==> src/rtl/calc_sequencer.sv <==
// Central controller of the tiny calculator: turns keypad tokens into hex
// operands, issues operations to the shared ALU and holds what the display shows.
module calc_sequencer #(
    parameter int WIDTH = 16
) (
    input  logic             clk,
    input  logic             rst_n,
    input  logic [4:0]       i_key_data,
    input  logic             i_key_valid,
    output logic             o_key_ready,
    output logic [WIDTH-1:0] o_alu_a,
    output logic [WIDTH-1:0] o_alu_b,
    output logic [1:0]       o_alu_op,
    output logic             o_alu_valid,
    input  logic             i_alu_ready,
    input  logic [WIDTH-1:0] i_res_data,
    input  logic             i_res_err,
    input  logic             i_res_valid,
    output logic             o_res_ready,
    output logic [WIDTH-1:0] o_disp_value,
    output logic             o_disp_err,
    output logic             o_busy
);

    localparam int MAX_DIGITS = WIDTH / 4;
    localparam int CW         = $clog2(MAX_DIGITS + 1);

    typedef enum logic [2:0] {
        S_A    = 3'd0,
        S_OP   = 3'd1,
        S_B    = 3'd2,
        S_EXEC = 3'd3,
        S_WAIT = 3'd4,
        S_RES  = 3'd5,
        S_ERR  = 3'd6
    } state_t;

    state_t           state_reg, state_next;
    logic [WIDTH-1:0] a_reg, a_next;
    logic [WIDTH-1:0] b_reg, b_next;
    logic [1:0]       op_reg, op_next;
    logic [1:0]       pend_reg, pend_next;
    logic [CW-1:0]    count_reg, count_next;
    logic             end_reg, end_next;

    // Token decode
    logic             is_digit;
    logic             is_oper;
    logic             is_eq;
    logic             is_ac;
    logic [1:0]       key_op;
    logic [WIDTH-1:0] digit;
    logic             key_fire;
    logic             count_full;

    assign is_digit   = ~i_key_data[4];
    assign is_ac      = (i_key_data == 5'b10000);
    assign is_eq      = (i_key_data == 5'b10101);
    assign is_oper    = i_key_data[4] && (i_key_data[3:0] >= 4'd1) && (i_key_data[3:0] <= 4'd4);
    assign key_op     = 2'(i_key_data[2:0] - 3'd1);
    assign digit      = WIDTH'(i_key_data[3:0]);
    assign key_fire   = i_key_valid && o_key_ready;
    assign count_full = (count_reg >= CW'(MAX_DIGITS));

    // State and datapath registers; reset is asynchronous so a mid-transfer
    // reset drops the handshake outputs immediately.
    always_ff @(posedge clk or negedge rst_n) begin
        if (!rst_n) begin
            state_reg <= S_A;
            a_reg     <= '0;
            b_reg     <= '0;
            op_reg    <= '0;
            pend_reg  <= '0;
            count_reg <= '0;
            end_reg   <= 1'b0;
        end else begin
            state_reg <= state_next;
            a_reg     <= a_next;
            b_reg     <= b_next;
            op_reg    <= op_next;
            pend_reg  <= pend_next;
            count_reg <= count_next;
            end_reg   <= end_next;
        end
    end

    // Next-state and datapath update for keys, ALU request and ALU result
    always_comb begin
        state_next = state_reg;
        a_next     = a_reg;
        b_next     = b_reg;
        op_next    = op_reg;
        pend_next  = pend_reg;
        count_next = count_reg;
        end_next   = end_reg;

        case (state_reg)
            S_A, S_OP, S_B, S_RES, S_ERR: begin
                if (key_fire) begin
                    if (is_ac) begin
                        a_next     = '0;
                        b_next     = '0;
                        op_next    = '0;
                        pend_next  = '0;
                        count_next = '0;
                        end_next   = 1'b0;
                        state_next = S_A;
                    end else if (state_reg != S_ERR) begin
                        if (is_digit) begin
                            case (state_reg)
                                S_A: begin
                                    // Full operand: digit is swallowed, nothing shifts out
                                    if (!count_full) begin
                                        a_next     = (a_reg << 4) | digit;
                                        count_next = count_reg + CW'(1);
                                    end
                                end
                                S_B: begin
                                    if (!count_full) begin
                                        b_next     = (b_reg << 4) | digit;
                                        count_next = count_reg + CW'(1);
                                    end
                                end
                                S_OP: begin
                                    b_next     = digit;
                                    count_next = CW'(1);
                                    state_next = S_B;
                                end
                                S_RES: begin
                                    // A new digit after a result starts a fresh calculation
                                    a_next     = digit;
                                    count_next = CW'(1);
                                    state_next = S_A;
                                end
                                default: ;
                            endcase
                        end else if (is_oper) begin
                            if (state_reg == S_B) begin
                                // Chained operator: run the pending op, remember the new one
                                pend_next  = key_op;
                                end_next   = 1'b0;
                                state_next = S_EXEC;
                            end else begin
                                op_next    = key_op;
                                state_next = S_OP;
                            end
                        end else if (is_eq && state_reg == S_B) begin
                            end_next   = 1'b1;
                            state_next = S_EXEC;
                        end
                    end
                end
            end
            S_EXEC: begin
                if (i_alu_ready) begin
                    state_next = S_WAIT;
                end
            end
            S_WAIT: begin
                if (i_res_valid) begin
                    if (i_res_err) begin
                        state_next = S_ERR;
                    end else begin
                        a_next     = i_res_data;
                        b_next     = '0;
                        count_next = '0;
                        if (end_reg) begin
                            state_next = S_RES;
                        end else begin
                            op_next    = pend_reg;
                            state_next = S_OP;
                        end
                    end
                end
            end
            default: state_next = S_A;
        endcase
    end

    // Outputs decoded from registered state
    always_comb begin
        o_key_ready  = (state_reg != S_EXEC) && (state_reg != S_WAIT);
        o_alu_valid  = (state_reg == S_EXEC);
        o_res_ready  = (state_reg == S_WAIT);
        o_busy       = (state_reg == S_EXEC) || (state_reg == S_WAIT);
        o_alu_a      = a_reg;
        o_alu_b      = b_reg;
        o_alu_op     = op_reg;
        o_disp_err   = (state_reg == S_ERR);
        o_disp_value = a_reg;
        if (state_reg == S_B) begin
            o_disp_value = b_reg;
        end else if (state_reg == S_ERR) begin
            o_disp_value = '0;
        end
    end

endmodule

==> config.mk <==
export PLATFORM = sky130hd
export DESIGN_NAME = calc_sequencer
export DESIGN_NICKNAME = d
export VERILOG_FILES = /design/src/rtl/calc_sequencer.sv
export SDC_FILE = /design/constraint.sdc
export NUM_CORES = 1
export LEC_CHECK = 0
export BUFFER_PORTS_ARGS = -buffer_cell sky130_fd_sc_hd__buf_2
export CAP_MARGIN = 5
export CORE_UTILIZATION = 56
export CTS_CLUSTER_SIZE = 10
export DETAILED_ROUTE_END_ITERATION = 10
export PLACE_DENSITY_LB_ADDON = 0.3
export SLEW_MARGIN = 20
export SYNTH_ARGS = -nofsm -noshare
export SYNTH_HDL_FRONTEND = slang
export SYNTH_SLANG_ARGS = --single-unit
==> constraint.sdc <==
create_clock -name clk -period 6.15 [get_ports clk]
set_input_delay 0.3075 -clock clk [delete_from_list [all_inputs] [get_ports clk]]
set_output_delay 0.3075 -clock clk [all_outputs]
set_load 0.02 [all_outputs]
==> flow_summary.ini <==
[run_status]
outcome = finished, violations left
violations = design-rule violations

[sta]
slew_headroom_pct = 34.4
rsz0062_at_grt = false
period_needed_ps = 3290
max_freq_mhz = 304
setup_viol = 0
tns_ps = 0
tightest_slew_ps = 981
slew_viol_final = 0
hold_viol = 0
period_share_pct = 53.5
whs_ps = 150
skew_ps = 9.09

[setup_path]
end_kind = register
slowest_delay_ps = 870
timing.critical_path.cells = or3b_1, inv_2, a211oi_2, nor3_4, mux2_2
r2r_end = o_alu_b[1]$_DFFE_PN0P_
r2r_start = state_reg[1]$_DFFE_PN0P_
critPathLaunchType = register
critPathCapture = o_alu_b[1]$_DFFE_PN0P_
critPathMaxFanout = 24
worstSetupStartpoint = state_reg[1]$_DFFE_PN0P_
crit_slowest_cell = nor3_4
critPathKind = reg -> reg
worstPathArrival_ps = 3480
r2r_slack_ps = 2860
r2r_cells = 5
required_ps = 6330

[synthesis]
syn_area_per_cell_um2 = 9.45
async_flop_share_pct = 100
ys_seq_elements = 43
ys_seq_area_share_pct = 40.4
synth_edf_count = 0
postSynthCellCount = 282
yosysWarnings = 0
synth_flop_cell = dfrtp_1
synth_cell_types = 50
synth_nets = 313
synth_area_um2 = 2670

[layout]
nNetsFinal = 384
finalNonFillerCells = 406
design_area_um2 = 3130
syn_to_final_growth_pct = 17.5
drive_above_1_share_pct = 32.2
antenna_cells = 0

[pwr]
power_density_nw_per_um2 = 600
power_frac_seq_pct = 30.3
leakagePower_uw = 0.00158
pwr-share-comb_pct = 60.2
switchingPower_uw = 940
intPower_uw = 939
clock_power_share_pct = 9.6
vdd_drop_max_v = 0.000314
switching_share_pct = 50.0

[die]
boundaryPins = 82
fp.dieH_um = 71
coreArea_um2 = 4470
initial_core_util_pct = 59.6
dieWidth_um = 71
rows = 24
die_area_um2 = 5040

[global_routing]
grt_first_pass_wirelength_mm = 10.5
overflow = 0
track_usage_pct = 26.6
antenna_found_initial = 0
grt_max_degree = 44
grt_pass1_vias = 2171

[clocking]
clock_latency_ps = 300
cts_resized = 0
clkTransAtPathRegs_ps = 80
cts_max_level = 2
clockBufferDepth = 2
cts_buffers = 5
postCtsHoldBufs = 0
clock-sinks = 43
cts_tree = built
root_buffer = clkbuf_8
post_cts_buffers = 0

[place]
gp_congestion = 0.927
port_buffers = 81
dpl-instance-area_um2 = 3050
place_inst = 398
dp_hpwl_mm = 4.63

[route]
drt-total-wl_mm = 6.49
drtIter0Drc = 245
wl_per_cell_um = 16.0
num_vias = 2407
drtAntennaViolNets = 0
viasPerCell = 5.93
drt_pass1_iterations = 9
drc = 4

[job]
max_cap_viol_count = 0

[worst_hold_path]
worstHoldPathType = in -> async
-- kinds of logic (layout without fill, tap and decap cells) --
group | after synthesis | after routing | share of synthesized area (%)
AOI/OAI and AO/OA | 65 | 65 | 17.2
xor gates and xnor gates | 1 | 1 | 0.329
adders and majority gates | 4 | 4 | 1.88
buffers and inverters | 42 | 114 | 7.04
DFF | 43 | 43 | 40.4
muxes | 41 | 41 | 16.6
and+or+nand+nor | 86 | 86 | 16.6
-- cells in the final DEF, fill, tap and decap left out, drive strengths merged, types with 2 or more instances in the layout --
cell type   n
nor2       13
nand2      40
dfrtp      43
nor4bb      2
buf        82
inv        24
o21ai      22
a21oi       5
a22o       14
o22ai       2
a21o        2
nand2b      7
mux2i      15
o211ai      3
and3        3
a311oi      2
clkbuf      6
mux2       26
ha          4
nor2b       4
o21a        2
nor3        9
o31ai       2
-- power groups by stage --
stage | clock network, uW | registers [uW] | logic [uW]
floorplan | 0 | 641 | 736
global placement | 0 | 562 | 1100
detailed placement | 0 | 569 | 1120
CTS | 183 | 563 | 1130
global route | 195 | 590 | 1220
finish | 180 | 569 | 1130
-- how the worst min path moves through the flow --
stage | to | slack (ps) | cells after the start
after detailed placement | count_reg[1]$_DFFE_PN0P_ | 500 | 1
after CTS | count_reg[1]$_DFFE_PN0P_ | 170 | 1
final | count_reg[1]$_DFFE_PN0P_ | 150 | 1
after floorplan | count_reg[0]$_DFFE_PN0P_ | 10 | 0
after global routing | count_reg[1]$_DFFE_PN0P_ | 230 | 1
after global placement | pend_reg[1]$_DFFE_PN0P_ | 480 | 1
-- worst max-delay path: cells and delay by family, from the launching register on --
kind                   cells  cell delay (ps)
AO/OA/AOI/OAI              1              290
buffers and inverters      1              380
flip-flops                 1              620
multiplexers               1              410
AND/OR/NAND/NOR            2             1460
-- layout make-up --
type | instances | area [um2]
fillers | 353 | 1340
well taps | 52 | 65.1
clock buffers | 6 | 72.6
inverters | 24 | 90.1
flip-flops and latches | 43 | 1080
multi-input cells | 197 | 1400
repair buffers | 82 | 413
clock inverters | 2 | 12.5
-- through the flow --
step	power, uW	setup WS, ps	util, %
after global routing	2000	2700	70.0
final	1880	2860	70.0
after global placement	1660	3000	68.1
after detailed placement	1690	2920	68.1
after CTS	1870	2900	70.0
after floorplan	1380	3880	-
-- synthesized netlist by cell type, types with 2 or more instances --
cell,n,share of area [%]
mux2_1,7,3.0
buf_6,3,1.3
a22o_1,14,4.6
a21oi_1,5,0.94
o211ai_1,3,0.84
mux2_2,19,8.0
nor4bb_1,2,0.75
and3_1,2,0.47
a311oi_1,2,0.66
clkbuf_1,11,1.5
mux2i_1,15,5.6
nand2b_1,7,1.6
nor3_4,2,1.2
dfrtp_1,43,40
nor2_1,13,1.8
nor2b_1,4,0.94
nor3_1,7,1.3
inv_1,23,3.2
o31ai_1,2,0.56
buf_2,3,0.56
a21o_1,2,0.56
ha_1,4,1.9
o21ai_0,21,3.9
o21a_1,2,0.56
o22ai_1,2,0.47
nand2_1,40,5.6
-- layer usage --
| layer | part of all wire [%] | global-route usage, % | up-vias | wire length [um] |
|---|---|---|---|---|
| li1 | - | - | 1132 | - |
| met1 | 45 | 38.1 | 1152 | 2950 |
| met2 | 46 | 42.4 | 116 | 3000 |
| met3 | 7.2 | 4.42 | 7 | 468 |
| met4 | 1.2 | 6.67 | 0 | 76 |
| met5 | 0 | 0 | - | 0 |
(Power assumes the default switching activity.)
